$ cat src/rtl/uart_tx.sv
// uart_tx: oversampled UART transmitter with a one-entry holding register.
// Frames are sent LSB-first: start bit, DATA_BITS data bits, an optional parity
// bit (present when UART_TX_PARITY_EN is defined) and STOP_BITS stop bits. Each
// bit lasts OVERSAMPLING clk_in cycles.
// Ports:
//   clk_in        oversampled baud clock (baud x OVERSAMPLING)
//   rst_in        asynchronous active-high reset
//   tx_data_in    word to send, sampled when tx_valid_in & tx_ready_out
//   tx_valid_in   tx_data_in holds a valid word
//   tx_ready_out  holding register empty
//   tx_serial_out serial line, idles high, registered
//   tx_busy_out   a frame is on the line
//   tx_done_out   high during the last cycle of the final stop bit
module uart_tx #(
    parameter int OVERSAMPLING = 8,
    parameter int DATA_BITS    = 8,
    parameter int STOP_BITS    = 1,
    parameter int PARITY_ODD   = 0
) (
    input  logic                 clk_in,
    input  logic                 rst_in,
    input  logic [DATA_BITS-1:0] tx_data_in,
    input  logic                 tx_valid_in,
    output logic                 tx_ready_out,
    output logic                 tx_serial_out,
    output logic                 tx_busy_out,
    output logic                 tx_done_out
);
    localparam int BW = $clog2(OVERSAMPLING);
    localparam int IW = $clog2(DATA_BITS);
    localparam int SW = $clog2(2 * OVERSAMPLING);
    localparam logic [BW-1:0] BAUD_LAST = BW'(OVERSAMPLING - 1);
    localparam logic [IW-1:0] BIT_LAST  = IW'(DATA_BITS - 1);
    localparam logic [SW-1:0] STOP_LAST = SW'(STOP_BITS * OVERSAMPLING - 1);

`ifdef UART_TX_PARITY_EN
    typedef enum logic [2:0] {IDLE, START, DATA, PARITY, STOP} state_t;
    logic par, par_d;
`else
    typedef enum logic [1:0] {IDLE, START, DATA, STOP} state_t;
`endif

    state_t               state, state_d;
    logic                 full, full_d;
    logic [DATA_BITS-1:0] hold, hold_d;
    logic [DATA_BITS-1:0] shifter, shift_d;
    logic [BW-1:0]        baud_cnt, baud_d;
    logic [IW-1:0]        bit_idx, bit_d;
    logic [SW-1:0]        stop_cnt, stop_d;
    logic                 ser, ser_d;
    logic                 load, baud_wrap, stop_last;

    assign tx_ready_out  = ~full;
    assign tx_serial_out = ser;
    assign tx_busy_out   = state != IDLE;
    assign tx_done_out   = (state == STOP) && stop_last;

    always_comb begin
        state_d   = state;
        full_d    = full;
        hold_d    = hold;
        shift_d   = shifter;
        bit_d     = bit_idx;
        stop_d    = stop_cnt;
        ser_d     = ser;
        load      = 1'b0;
`ifdef UART_TX_PARITY_EN
        par_d     = par;
`endif
        baud_wrap = baud_cnt == BAUD_LAST;
        stop_last = stop_cnt == STOP_LAST;
        baud_d    = baud_wrap ? '0 : baud_cnt + BW'(1);
        if (tx_valid_in && !full) begin
            full_d = 1'b1;
            hold_d = tx_data_in;
        end
        case (state)
            IDLE: load = full;
            START: if (baud_wrap) begin
                state_d = DATA;
                ser_d   = shifter[0];
                bit_d   = '0;
            end
            DATA: if (baud_wrap) begin
                if (bit_idx == BIT_LAST) begin
`ifdef UART_TX_PARITY_EN
                    state_d = PARITY;
                    ser_d   = par;
`else
                    state_d = STOP;
                    ser_d   = 1'b1;
                    stop_d  = '0;
`endif
                end else begin
                    shift_d = shifter >> 1;
                    ser_d   = shifter[1];
                    bit_d   = bit_idx + IW'(1);
                end
            end
`ifdef UART_TX_PARITY_EN
            PARITY: if (baud_wrap) begin
                state_d = STOP;
                ser_d   = 1'b1;
                stop_d  = '0;
            end
`endif
            STOP: begin
                stop_d = stop_cnt + SW'(1);
                if (stop_last) begin
                    load    = full;
                    state_d = IDLE;
                end
            end
            default: state_d = IDLE;
        endcase
        // Loading the held word starts a start bit straight away, from IDLE or
        // from the final stop cycle so back-to-back frames have no idle gap.
        if (load) begin
            state_d = START;
            ser_d   = 1'b0;
            shift_d = hold;
            full_d  = 1'b0;
            baud_d  = '0;
            bit_d   = '0;
`ifdef UART_TX_PARITY_EN
            par_d   = ^hold ^ (PARITY_ODD != 0);
`endif
        end
    end

    always_ff @(posedge clk_in or posedge rst_in) begin
        if (rst_in) begin
            state    <= IDLE;
            full     <= 1'b0;
            hold     <= '0;
            shifter  <= '0;
            baud_cnt <= '0;
            bit_idx  <= '0;
            stop_cnt <= '0;
            ser      <= 1'b1;
`ifdef UART_TX_PARITY_EN
            par      <= 1'b0;
`endif
        end else begin
            state    <= state_d;
            full     <= full_d;
            hold     <= hold_d;
            shifter  <= shift_d;
            baud_cnt <= baud_d;
            bit_idx  <= bit_d;
            stop_cnt <= stop_d;
            ser      <= ser_d;
`ifdef UART_TX_PARITY_EN
            par      <= par_d;
`endif
        end
    end
endmodule
$ cat config.mk
export PLATFORM = sky130hd
export DESIGN_NAME = uart_tx
export DESIGN_NICKNAME = d
export VERILOG_FILES = /design/src/rtl/uart_tx.sv
export SDC_FILE = /design/constraint.sdc
export NUM_CORES = 1
export LEC_CHECK = 0
export ABC_AREA = 0
export BUFFER_PORTS_ARGS = -buffer_cell sky130_fd_sc_hd__buf_2
export CAP_MARGIN = 20
export CORE_ASPECT_RATIO = 1.1
export CORE_UTILIZATION = 40
export DETAILED_ROUTE_END_ITERATION = 10
export PLACE_DENSITY = 0.59
export SYNTH_ARGS = -nofsm -noshare
export SYNTH_HDL_FRONTEND = slang
export SYNTH_SLANG_ARGS = --single-unit
$ cat constraint.sdc
create_clock -name clk_in -period 4.2 [get_ports clk_in]
set_input_delay 0.84 -clock clk_in [delete_from_list [all_inputs] [get_ports clk_in]]
set_output_delay 0.84 -clock clk_in [all_outputs]
set_load 0.02 [all_outputs]
======== Word level (Yosys, flattened, before mapping) ========
Index checks and enable logic that the tools add are counted.
Widths: inputs -> output; s select.
word-level totals
  register bits ........................... 30
  logic and storage cells ................. 71
cells by class
  add/subtract/negate cells ............... 3
  equality and inequality tests ........... 14
  multiplexer cells ....................... 29
  bitwise operators ....................... 1
  reduce and logical (&&, ||, !) cells .... 16
operators with widths
  cell                 number
  $mux 8               4
  $mux 3               6
  $ne 3x3->1 const B   5
  $mux 2               5
  $reduce_bool 2->1    5
  $reduce_and 3->1     3
  $mux 4               2
  $pmux 4 s2           1
  $mux 1               7
  $add 3x1->3 const B  2
  $eq 3x3->1 const B   2
  $ne 2x2->1 const B   3
  $pmux 2 s3           1
  $pmux 3 s2           1
  $reduce_and 5->1     1
  $add 4x1->4 const B  1
  $eq 2x2->1 const B   2
  $eq 4x3->1 const B   1
  $pmux 1 s2           2
  $reduce_and 4->1     1
  $reduce_bool 4->1    1
  $reduce_bool 3->1    1
  $eq 2x1->1 const B   1
  $logic_and 1x1->1    2
  3 further kinds      3

======== Depth between registers and ports, before layout ========
Gate-level depths: netlist of the first run.
  depth after elaboration ................. 5
  mapped depth ............................ 7

======== Worst setup path before layout of the first run ========
Ideal clock, no wire load.
  path type ............................... register -> output
  start ................................... reg state[0]
  end ..................................... out tx_done_out
  arrival ................................. 0.959 ns
  slack ................................... 2.401 ns
  stages on the path, launching flop included .. 4
  path through ............................ dfrtp_1 -> ha_1 -> and4b_1 -> buf_6
on the way
  word-level cells in the longest chain between the ends .. 2
RTL lines
  element                   RTL line  source
  start: declaration        43        state_t state, state_d;
  start signal: assignment  145       state <= state_d;
  $eq 2x2->1                56        assign tx_done_out = (state == STOP) && stop_last;
  $logic_and 1x1->1         56
  end: declaration          27        output logic tx_done_out
Every way passes these cells.

======== Final worst setup path of the first run ========
Same ends and word-level chain as after synthesis.

==> flow_metrics.tcl, run 1 <==
set metrics [dict create \
    syn_avg_cell_area_um2 10.53 \
    drc 0 \
    post_cts_buffers 0 \
    wl_um 2565 \
    numClockSinks 30 \
    num_vias 1030 \
    slew_headroom_pct 56.50 \
    io_pins 15 \
    grt_usage_pct 16.12 \
    gp_congestion 0.7481 \
    power.total_uw 917.8 \
    ys_ff_latch 30 \
    critPathLaunchType "register" \
    cts_resized 0 \
    hold_class "reg2reg" \
    power_density_mw_per_mm2 557.4 \
    mostFrequentLayoutCell "dfrtp_1" \
    seq_area_frac_synth_pct 50.63 \
    utilization_pct 47.85 \
    fmax_mhz 411.2 \
    hold_viol 0 \
    setup_slack_ns 1.768 \
    die_h_um 65.91 \
    status "completed" \
    n_antenna_cell 0 \
    cap_violations 0 \
    crit_type "reg2out" \
    layout_common_cells "dfrtp_1 (29), nand2_1 (21), nor2_1 (14), buf_2 (14), ha_1 (9)" \
    drive_above_1_share_pct 21.79 \
    core-area_mm2 0.003441 \
    layout-area-overhead-vs-synth_pct 10.87 \
    yosysTopAreaCell "dfrtp_1" \
    final_cell_area_mm2 0.001647 \
    ys_types 33 \
    maxSlewViolCount 0 \
    fin_crit_ns 2.432 \
    min_period_over_period_pct 57.90 \
    initial_utilization_pct 43.16 \
    synth.area.top_cells "dfrtp_1 (49%), ha_1 (7.6%), mux2_2 (6.1%), nand2_1 (5.3%), nor2_1 (3.5%)" \
    drt_pass1_iterations 4 \
    dieArea_mm2 0.003961 \
    clock-root-buffer "clkbuf_4" \
    io_buffers 14 \
    cts_tree "done" \
    cp.arrival_ns 1.59 \
    dpl_cell_area_mm2 0.001595 \
    cts_inserted_buffers 5 \
    hpwlAfterDp_um 1858 \
    crit_path_end_kind "primary output" \
    grt_max_degree 21 \
    ant_nets 0 \
    finalSetupTns_ns 0 \
    cp_max_fo 6 \
    htreeDepth 2 \
    via_per_inst 5.049 \
    required_ns 3.36 \
    first_iter_violations 22 \
    grt_pass1_vias 1049 \
    grt_pass1_wl_um 4554 \
    rsz0062_at_grt "false" \
    grt-ovfl-total 0 \
    max-vdd-ir-drop_mv 0.2499 \
    worstSkewPairLatency_ns 0.33 \
    synth_nets 161 \
    place_ws_ns 2.139 \
    fin_nets 177 \
    syn_inst 141 \
    netlist.area_leader.share_pct 48.86 \
    syn-cell-area_mm2 0.001485 \
    finalSetupViolations 0 \
    clock_path_buffers 2 \
    antenna_found_initial 0 \
    num_rows 22 \
    yosysWarningCount 0 \
    clock_skew_ns 0.008215 \
    fp.dieW_um 60.10 \
    wl_per_cell_um 12.57 \
    holdBufCountCts 0 \
    fillers 342 \
    p_leak_nw 0.7806 \
    tightest_slew_ns 0.6511 \
    path_clk_slew_ns 0.09 \
]
==> state kept, by name, indices dropped and copies added, names as in the netlist <==
name and count:
tx_serial_out 1, stop_cnt 4, hold 8, state 2, full 1, bit_idx 3, shifter 8, baud_cnt 3
==> path summary, 6_finish.rpt <==
check | slack (ns) | start | to | cells after the start
max | 1.77 | state[0] | tx_done_out | 3
min | 0.44 | baud_cnt[0] | baud_cnt[0] | 1
max reg2reg | 2.26 | bit_idx[0] | shifter[5] | 6
min reg2reg | 0.44 | baud_cnt[0] | baud_cnt[0] | 1
max in group asynchronous | 3.20 | rst_in | hold[3] | 3
min in group asynchronous | 0.52 | rst_in | state[0] | 2
==> synth_stat cells <==
| library cell | instances |
|---|---|
| dfrtp_1 | 29 |
| nand2_1 | 21 |
| nor2_1 | 14 |
| ha_1 | 9 |
| inv_1 | 8 |
| mux2_2 | 8 |
| o21ai_0 | 7 |
| a31oi_1 | 6 |
| a21oi_1 | 4 |
| nor2b_1 | 4 |
| buf_6 | 3 |
| a21o_2 | 2 |
| a32o_1 | 2 |
| and2_1 | 2 |
| buf_2 | 2 |
| mux2i_1 | 2 |
| nand3_1 | 2 |
| a211oi_1 | 1 |
| a21bo_4 | 1 |
| a21boi_1 | 1 |
| a221o_1 | 1 |
| a22o_1 | 1 |
| a22oi_1 | 1 |
| and3_1 | 1 |
| and4b_1 | 1 |
| clkbuf_1 | 1 |
| dfstp_2 | 1 |
| nand3b_1 | 1 |
| nand4_1 | 1 |
| nor3_1 | 1 |
| nor3b_1 | 1 |
| o21a_1 | 1 |
| o21ai_4 | 1 |
==> through the flow <==
| step | hold slack (ns) | instances |
|---|---|---|
| floorplan | 0.4133 | 141 |
| global placement | 0.4299 | 197 |
| detailed placement | 0.4332 | 198 |
| CTS | 0.4460 | 204 |
| global route | 0.4833 | 204 |
| finish | 0.4396 | 204 |
==> where the power goes <==
group | leakage (nW) | internal (mW) | switching [mW]
Combinational | 0.378 | 0.135 | 0.141
Clock | 0.0302 | 0.0753 | 0.0935
Sequential | 0.372 | 0.406 | 0.0661
Total | 0.781 | 0.617 | 0.301
==> worst max-delay path, cell delays in order (launching register included) <==
cell and delay (ns):
dfrtp_1 0.41, ha_1 0.25, and4b_1 0.38, buf_2 0.22
==> per-layer routing <==
| metal | track usage (%) | wire, um | up-vias | share of wire, % |
|---|---|---|---|---|
| met5 | 0 | 0 | - | 0 |
| met4 | 8.140 | 59 | 0 | 2.3 |
| met3 | 6.262 | 99 | 6 | 3.9 |
| met2 | 25.41 | 1266 | 18 | 49 |
| met1 | 18.69 | 1139 | 488 | 44 |
| li1 | - | - | 518 | - |
==> cells by family (layout without fill, tap and decap cells) <==
group           count (synthesis)  in the layout  share of synthesized area (%)
compound gates                 29             29                          14.24
buf+inv                        14             29                          5.223
fa+ha+maj                       9              9                          7.582
simple gates                   49             49                          14.91
flops                          30             30                          50.63
mux                            10             10                          7.414
==> area by class of cell <==
cell class	instances	area (um2)	area share [%]
clock buffers	6	51.30	3.116
inverters	8	30.03	1.824
multi-input cells	97	655.6	39.82
flip-flops and latches	30	752.0	45.67
well taps	48	60.06	3.647
repair buffers	15	97.59	5.927
Note: power is estimated with default switching activity, not from simulation.
==> run 2: changes to the inputs <==
- PLACE_DENSITY: 0.59 -> 0.61
- clock period: 4.2 -> 2.1 ns (I/O delays scaled with it)
==> run 2 against run 1 <==
Against the previous run:
- sequential power increased by 100%
- register-to-register slack got worse by 2.0 ns
- critical path type unchanged
- setup slack got worse by 1.6 ns
- clock power up 110%
- die area unchanged
- first-iteration DRC count grew 110%
- cell area increased by 0.23%
- critical path depth is the same
- total power grew 100%
==> flow_metrics.tcl, run 2 (synthesis results as in run 1) <==
set metrics [dict create \
    status "completed" \
    required_ns 1.68 \
    first_iter_violations 46 \
    drt_pass1_iterations 4 \
    layout_common_cells "dfrtp_1 (29), nand2_1 (21), nor2_1 (14), buf_2 (14), ha_1 (9)" \
    place_inst 200 \
    layout-area-overhead-vs-synth_pct 11.12 \
    crit_type "reg2out" \
    cp.arrival_ns 1.53 \
    die_h_um 65.91 \
    slowest_delay_ns 0.41 \
    antenna_found_initial 0 \
    slew_headroom_pct 70.10 \
    io_buffers 14 \
    cp_max_fo 6 \
    whs_ns 0.1481 \
    hold_viol 0 \
    top_regs "hold: 8 flops, shifter: 8 flops, stop_cnt: 4 flops" \
    num_vias 1054 \
    p_leak_nw 0.7842 \
    finalSetupViolations 0 \
    grt_usage_pct 15.83 \
    via_per_inst 5.067 \
    wl_per_cell_um 12.05 \
    rsz0062_at_grt "false" \
    wl_um 2507 \
    grt-ovfl-total 0 \
    r2r_start "state[0]" \
    clock-root-buffer "clkbuf_4" \
    setup_slack_ns 0.1462 \
    cts_tree "done" \
    min_period_over_period_pct 93.04 \
    grt_max_degree 31 \
    fmax_mhz 511.8 \
    worstSkewPairLatency_ns 0.32 \
    grt_pass1_wl_um 4512 \
    path_cells "ha_1 -> and4b_2 -> buf_2" \
    n_antenna_cell 0 \
    clock_path_buffers 2 \
    drive_above_1_share_pct 23.13 \
    tightest_slew_ns 0.4439 \
    fin_nets 179 \
    reg2reg_slack_ns 0.28 \
    power.total_mw 1.859 \
    hpwlAfterDp_um 1780 \
    num_rows 22 \
    mostFrequentLayoutCell "dfrtp_1" \
    gp_congestion 0.7324 \
    initial_utilization_pct 43.16 \
    slowest_stage "dfrtp_1" \
    maxSlewViolCount 0 \
    cts_inserted_buffers 5 \
    holdBufCountCts 0 \
    dieArea_mm2 0.003961 \
    htreeDepth 2 \
    post_cts_buffers 0 \
    crit_path_start "state[0]" \
    r2r.worst_path.cells 5 \
    path_clk_slew_ns 0.09 \
    place_ws_ns 0.2715 \
    finalSetupTns_ns 0 \
    max-vdd-ir-drop_mv 0.5237 \
    hold_class "in2async" \
    power_density_mw_per_mm2 1126 \
    cap_violations 0 \
    critPathLaunchType "register" \
    final_cells 208 \
    crit_path_end_kind "primary output" \
    fp.dieW_um 60.10 \
    core-area_mm2 0.003441 \
    drc 0 \
    io_pins 15 \
    grt_pass1_vias 1052 \
    ant_nets 0 \
    fin_crit_ns 1.954 \
    clock_skew_ns 0.004036 \
    numClockSinks 30 \
]
[run 2: changes by cell type in the layout (fill, tap and decap cells not counted), sizes merged]
| cell | before | now |
|---|---|---|
| buf | 15 | 17 |
| clkbuf | 6 | 8 |
[run 2: timing repair]
item | CTS | global route
setup endpoints to repair | 0 | 1
gates resized for setup | 0 | 1
endpoints found under the hold margin | 0 | 0
[run 2: final timing paths]
kind / end
min in group clk_in: full
max reg2reg: shifter[0]
min reg2reg: baud_cnt[0]
max: tx_done_out
max in group asynchronous: tx_serial_out
min: hold[1]
[run 2: worst max-delay path, delay by kind of cell, from the launching register on]
kind	cells	cell delay, ns
adders and majority gates	1	0.27
DFF	1	0.41
buffers and inverters	1	0.19
and+or+nand+nor	1	0.34
[run 2: routing by layer]
metal	GRT usage [%]	wire length, um	up-vias
met5	0	0	-
met4	7.267	55	0
met3	5.871	114	5
met2	25.69	1188	25
met1	18.15	1150	503
li1	-	-	521
[run 2: area by class of cell]
class	instances	area, um2
Clock buffer	8	58.81
Multi-Input combinational cell	97	656.9
Fill cell	333	1790
Tap cell	48	60.06
Timing Repair Buffer	17	92.59
Sequential cell	30	752.0
Inverter	8	30.03
[run 2: metrics by stage]
step	area [um2]	util (%)
6_report	1650	47.96
3_3_place_gp	1590	46.22
2_1_floorplan	1485	-
3_5_place_dp	1590	46.22
5_1_grt	1650	47.96
4_1_cts	1649	47.93
[run 2: power by group]
| part | switching [mW] | internal [mW] | leakage (nW) |
|---|---|---|---|
| clock | 0.191 | 0.165 | 0.0326 |
| combinational | 0.280 | 0.275 | 0.380 |
| sequential | 0.135 | 0.813 | 0.372 |
| total | 0.606 | 1.25 | 0.784 |
